<file path="src/rtl/alu_op_sequencer.sv">
`default_nettype none
// ============================================================================
// Module   : alu_op_sequencer
// Purpose  : Issue stage for the 4-bit combinational ALU. Buffers requests
//            in a FIFO, drives registered operands into the ALU one at a
//            time, captures each result and hands it downstream in order.
// Options  : ALU_OP_SEQUENCER_TAG_EN adds a 4-bit res_tag output that
//            numbers results modulo 16 from reset.
// Revision : 1.0 - initial release
// ============================================================================
module alu_op_sequencer #(
   parameter int DEPTH  = 4,
   parameter int DATA_W = 4,
   parameter int CODE_W = 2,
   parameter int RES_W  = DATA_W + 1
) (
   input  logic              clk,
   input  logic              rst,
   input  logic              in_valid,
   output logic              in_ready,
   input  logic [CODE_W-1:0] in_code,
   input  logic [DATA_W-1:0] in_a,
   input  logic [DATA_W-1:0] in_b,
   output logic [CODE_W-1:0] alu_code,
   output logic [DATA_W-1:0] alu_a,
   output logic [DATA_W-1:0] alu_b,
   input  logic [RES_W-1:0]  alu_c,
   output logic              res_valid,
   input  logic              res_ready,
   output logic [RES_W-1:0]  res_data,
`ifdef ALU_OP_SEQUENCER_TAG_EN
   output logic [3:0]        res_tag,
`endif
   output logic              busy
);

   localparam int C_PTR_W   = $clog2(DEPTH);
   localparam int C_CNT_W   = C_PTR_W + 1;
   localparam int C_ENTRY_W = CODE_W + 2 * DATA_W;

   typedef enum logic [1:0] {
      IDLE = 2'd0,
      EXEC = 2'd1,
      HOLD = 2'd2
   } state_t;

   // FIFO storage and bookkeeping
   logic [C_ENTRY_W-1:0] mem_q [DEPTH];
   logic [C_PTR_W-1:0]   wr_ptr_q, wr_ptr_d;
   logic [C_PTR_W-1:0]   rd_ptr_q, rd_ptr_d;
   logic [C_CNT_W-1:0]   count_q,  count_d;

   // Issue/result pipeline state
   state_t              state_q;
   logic [CODE_W-1:0]   alu_code_q;
   logic [DATA_W-1:0]   alu_a_q;
   logic [DATA_W-1:0]   alu_b_q;
   logic [RES_W-1:0]    res_data_q;
   logic                res_valid_q;

`ifdef ALU_OP_SEQUENCER_TAG_EN
   logic [3:0]          tag_cnt_q;
   logic [3:0]          res_tag_q;
`endif

   logic                 w_push;
   logic                 w_pop;
   logic                 w_fifo_ne;
   logic [C_ENTRY_W-1:0] w_head;
   logic [CODE_W-1:0]    w_head_code;
   logic [DATA_W-1:0]    w_head_a;
   logic [DATA_W-1:0]    w_head_b;

   // in_ready looks only at the registered count, so a pop in a full cycle
   // never lets a new request slip in during that same cycle.
   assign in_ready  = (count_q != C_CNT_W'(DEPTH));
   assign w_fifo_ne = (count_q != '0);
   assign w_push    = in_valid & in_ready;
   // The FSM takes the head entry from IDLE, or from HOLD when the current
   // result is being acknowledged.
   assign w_pop     = w_fifo_ne & ((state_q == IDLE) | ((state_q == HOLD) & res_ready));

   assign w_head      = mem_q[rd_ptr_q];
   assign w_head_code = w_head[C_ENTRY_W-1 -: CODE_W];
   assign w_head_a    = w_head[2*DATA_W-1 -: DATA_W];
   assign w_head_b    = w_head[DATA_W-1:0];

   // Next-state for FIFO pointers and occupancy; pointers wrap naturally.
   always_comb begin
      wr_ptr_d = wr_ptr_q;
      rd_ptr_d = rd_ptr_q;
      count_d  = count_q;
      if (w_push) begin
         wr_ptr_d = wr_ptr_q + C_PTR_W'(1);
      end
      if (w_pop) begin
         rd_ptr_d = rd_ptr_q + C_PTR_W'(1);
      end
      unique case ({w_push, w_pop})
         2'b10:   count_d = count_q + C_CNT_W'(1);
         2'b01:   count_d = count_q - C_CNT_W'(1);
         default: count_d = count_q;
      endcase
   end

   // FIFO payload storage; contents need no reset since pointers guard them.
   always_ff @(posedge clk) begin
      if (w_push) begin
         mem_q[wr_ptr_q] <= {in_code, in_a, in_b};
      end
   end

   // FIFO pointer and occupancy registers.
   always_ff @(posedge clk) begin
      if (rst) begin
         wr_ptr_q <= '0;
         rd_ptr_q <= '0;
         count_q  <= '0;
      end else begin
         wr_ptr_q <= wr_ptr_d;
         rd_ptr_q <= rd_ptr_d;
         count_q  <= count_d;
      end
   end

   // Issue FSM: load operands, wait one cycle for the ALU, capture, hold.
   always_ff @(posedge clk) begin
      if (rst) begin
         state_q     <= IDLE;
         alu_code_q  <= '0;
         alu_a_q     <= '0;
         alu_b_q     <= '0;
         res_data_q  <= '0;
         res_valid_q <= 1'b0;
`ifdef ALU_OP_SEQUENCER_TAG_EN
         tag_cnt_q   <= 4'd0;
         res_tag_q   <= 4'd0;
`endif
      end else begin
         unique case (state_q)
            IDLE: begin
               if (w_fifo_ne) begin
                  alu_code_q <= w_head_code;
                  alu_a_q    <= w_head_a;
                  alu_b_q    <= w_head_b;
                  state_q    <= EXEC;
               end
            end
            EXEC: begin
               res_data_q  <= alu_c;
               res_valid_q <= 1'b1;
`ifdef ALU_OP_SEQUENCER_TAG_EN
               res_tag_q   <= tag_cnt_q;
               tag_cnt_q   <= tag_cnt_q + 4'd1;
`endif
               state_q     <= HOLD;
            end
            HOLD: begin
               if (res_ready) begin
                  res_valid_q <= 1'b0;
                  if (w_fifo_ne) begin
                     alu_code_q <= w_head_code;
                     alu_a_q    <= w_head_a;
                     alu_b_q    <= w_head_b;
                     state_q    <= EXEC;
                  end else begin
                     state_q    <= IDLE;
                  end
               end
            end
            default: begin
               state_q <= IDLE;
            end
         endcase
      end
   end

   assign alu_code  = alu_code_q;
   assign alu_a     = alu_a_q;
   assign alu_b     = alu_b_q;
   assign res_data  = res_data_q;
   assign res_valid = res_valid_q;
   assign busy      = w_fifo_ne | (state_q != IDLE);
`ifdef ALU_OP_SEQUENCER_TAG_EN
   assign res_tag   = res_tag_q;
`endif

endmodule
`default_nettype wire
</file>
<file path="config.mk">
export PLATFORM = sky130hd
export DESIGN_NAME = alu_op_sequencer
export DESIGN_NICKNAME = d
export VERILOG_FILES = /design/src/rtl/alu_op_sequencer.sv
export SDC_FILE = /design/constraint.sdc
export NUM_CORES = 1
export LEC_CHECK = 0
export ABC_AREA = 1
export CAP_MARGIN = 30
export CORE_MARGIN = 2
export CORE_UTILIZATION = 35
export DETAILED_ROUTE_END_ITERATION = 12
export PLACE_DENSITY = 0.59
export REMOVE_ABC_BUFFERS = 1
export SYNTH_ARGS = -nofsm -noshare
export SYNTH_HDL_FRONTEND = slang
export SYNTH_SLANG_ARGS = --single-unit
</file>
<file path="constraint.sdc">
create_clock -name clk -period 1.96 [get_ports clk]
set_input_delay 0.392 -clock clk [delete_from_list [all_inputs] [get_ports clk]]
set_output_delay 0.392 -clock clk [all_outputs]
set_load 0.05 [all_outputs]
</file>
==> flow_summary.rst <==
.. list-table::
   :header-rows: 1

   * - Metric
     - Value
   * - Status
     - finished, final reports clean
   * - # nets final
     - 398
   * - Req. time, crit path
     - 1570 ps
   * - Number of primary I/O pins
     - 37
   * - Inserted Clock Buffers
     - 9
   * - Post-cts repair resize count
     - 0
   * - Cell breakdown of the critical path
     - clkdlybuf4s50_1
   * - Depth of the CTS H-tree
     - 3
   * - Kind of end point of the critical path
     - primary output
   * - Startpoint of the lowest-slack register-to-register path
     - count_q[2]
   * - Final weighted congestion in routability-driven placement
     - 0.753
   * - Area of the mapped netlist
     - 2870 sq um
   * - Shortest clock period the worst path allows after layout
     - 1880 ps
   * - Worst flop-to-flop path endpoint
     - count_q[2]
   * - Post-Synthesis Cells
     - 319
   * - Most used cells in the layout excluding fill and tap cells
     - sky130_fd_sc_hd__nand2_1, sky130_fd_sc_hd__inv_1, sky130_fd_sc_hd__edfxtp_1
   * - Number of rows in the core area
     - 33
   * - Count of cell types in the netlist
     - 26
   * - Largest fanout on the critical path
     - 2
   * - MaxCap Viol Count
     - 0
   * - Post-route core utilization
     - 44.8%
   * - Max-slew violations
     - 0
   * - EDFF count, synth
     - 40
   * - Inst Count DP
     - 467
   * - Warnings, synthesis
     - 0
   * - PnR Total Power
     - 5650 uW
   * - Leading cell type in the layout, fill and taps excluded
     - sky130_fd_sc_hd__nand2_1
   * - Standard cell with the maximum stage delay on the critical path
     - sky130_fd_sc_hd__clkdlybuf4s50_1
   * - Placement Setup Slack
     - -329 ps
   * - Clock root buffer master
     - sky130_fd_sc_hd__clkbuf_8
   * - Final cell count without fillers
     - 483
   * - Min-Delay Path Class
     - in2reg
   * - Hold Crit Start
     - res_ready
   * - Total buffers and inverters traversed by the critical path
     - 1
   * - Proportion of layout cells with a drive suffix above 1
     - 11.9%
   * - Buffers inserted during post-CTS setup optimization
     - 0
   * - Sink Count
     - 67
   * - Power per unit of standard cell area
     - 1560 nW/um^2
   * - Post-route ant nets
     - 0
   * - Number of buffers on the longest clock path
     - 2
   * - Total gr overflow
     - 0
   * - Share of async-settable or async-resettable flops after synthesis
     - 0%
   * - Routed length per placed instance
     - 11.0 um
   * - Most used flip-flop cell after synthesis
     - sky130_fd_sc_hd__edfxtp_1
   * - Area growth syn-to-layout
     - 26.3%
   * - Arrival @ worst endpoint
     - 1490 ps
   * - Depth of the worst register-to-register path
     - 8
   * - Static leakage
     - 0.00164 uW
   * - Depth of the worst hold-timing path
     - 4
   * - Mean post-synth cell area
     - 8.99 sq um
   * - Via count
     - 2038
   * - Final cycle utilization of the critical path
     - 96.0%
   * - First-pass DRT Iterations
     - 4
   * - Number of remaining DRC errors
     - 0
   * - R2r setup slk
     - 140 ps
   * - Starting density of the core
     - 35.4%
   * - CORE AREA
     - 8090 sq um
   * - Measured slew at the worst slew-check pin
     - 613 ps
   * - Number of antenna repair diodes
     - 0
   * - GRT Total Usage
     - 12.9%
   * - Vias in the first global route
     - 1890
   * - Final count of negative-setup-slack endpoints
     - 0
   * - Final hold violation count
     - 0
   * - Synth top area share
     - 41.9%
   * - Insertion delay to the later sink of the worst-skew pair
     - 330 ps
   * - Part of the Yosys area used for sequential elements
     - 60.7%
   * - Number of storage elements in the synthesis netlist
     - 67
   * - Worst vdd ir
     - 394 uV
   * - End point of the most critical hold path
     - state_q[1]
   * - Clock transition at the register clock pins on the worst setup and hold paths after CTS
     - 70 ps
   * - Dpl hpwl
     - 3550 um
   * - Global-route wire length before repair
     - 8620 um
   * - Worst path top cell family by delay
     - buffers and inverters
   * - Critical path type
     - reg2out
   * - Slowest stage delay, CP
     - 810 ps
   * - Total detailed-routing wirelength
     - 5290 um
   * - Placed cell areas
     - 3420 sq um
   * - Maximum number of pins on one net before global-route repair
     - 23
   * - Die outline height
     - 94.5 um
   * - Peak Freq
     - 531 MHz
   * - Layout Cell Area excl Fill
     - 3620 sq um
   * - Setup repair after global routing missed its margin
     - false
   * - Clock tree skew after final layout
     - 4.97 ps
   * - Horizontal die dimension
     - 94.5 um
   * - Kind of launch point of the worst setup path
     - register
   * - Post-synthesis cell type with the largest combined area
     - sky130_fd_sc_hd__edfxtp_1
   * - Initial DRC Count
     - 101
   * - Top cells by area in the synthesized netlist
     - sky130_fd_sc_hd__edfxtp_1, sky130_fd_sc_hd__dfxtp_1, sky130_fd_sc_hd__nand2_1, sky130_fd_sc_hd__inv_1, sky130_fd_sc_hd__nor2_1
   * - Slack of the critical path
     - 78.3 ps
   * - TritonCTS clock tree
     - yes
   * - Antenna violations before repair
     - 0
   * - Die area
     - 8930 sq um
   * - Cts-stage hold buffer count
     - 0
   * - Count of buffers inserted at the top-level ports
     - 36
   * - Avg Vias per Cell
     - 4.22
   * - Max transition margin
     - 59.1%
[cells by family after synthesis]
| family | share of synthesized area, % |
|---|---|
| AND/OR/NAND/NOR | 22.4 |
| buffers and inverters | 11.0 |
| flip-flops | 60.7 |
| AO/OA/AOI/OAI | 2.97 |
| adder cells (fa/ha/maj) | 2.88 |
[sequential cells by signal, indices dropped and copies added, names as in the netlist, named ones only]
name and flops:
res_data 5, alu_b 4, mem_q 40, alu_a 4, rd_ptr_q 2, state_q 2
count_q 3, res_valid 1, wr_ptr_q 2, alu_code 2
[cell type report]
class,count,area [sq um]
clock buffer,9,124
clock inverter,7,67.6
fill,825,4470
inverter,69,259
multi-input combinational,175,813
sequential,67,1740
tap,105,131
timing repair buffer,51,483
[Yosys cell counts (4+ instances only)]
cell,number
sky130_fd_sc_hd__buf_2,4
sky130_fd_sc_hd__nor2_1,39
sky130_fd_sc_hd__o21ai_0,7
sky130_fd_sc_hd__inv_1,67
sky130_fd_sc_hd__ha_1,5
sky130_fd_sc_hd__nand3_1,26
sky130_fd_sc_hd__edfxtp_1,40
sky130_fd_sc_hd__nand2_1,81
sky130_fd_sc_hd__a21oi_1,7
sky130_fd_sc_hd__dfxtp_1,27
[worst max path at each step]
stage | start | endpoint | slack, ps | cells past startpoint
6_report | alu_a[1] | alu_a[1] | 80 | 1
2_1_floorplan | count_q[1] | count_q[2] | -150 | 8
5_1_grt | res_data[1] | res_data[1] | 20 | 1
3_3_place_gp | res_ready | count_q[2] | -300 | 10
4_1_cts | res_ready | count_q[2] | 40 | 11
3_5_place_dp | res_ready | count_q[2] | -330 | 10
[routing by layer]
metal	part of all wire, %	track usage (%)	vias to the layer above
met1	46	15.5	913
li1	-	-	1090
met5	0	0	-
met4	1.1	5.92	0
met2	50	21.6	31
met3	3.4	3.51	4
[where the power goes]
group          switching, uW  internal, uW
Combinational           1650           925
Sequential               157          1810
Clock                    520           582
[stage by stage]
step / hold WS, ps / setup TNS [ps]
finish: 398 / 0
CTS: 465 / 0
global route: 431 / 0
global placement: 452 / -467
floorplan: 461 / -149
detailed placement: 455 / -544
Note: power is estimated with default switching activity, not from simulation.
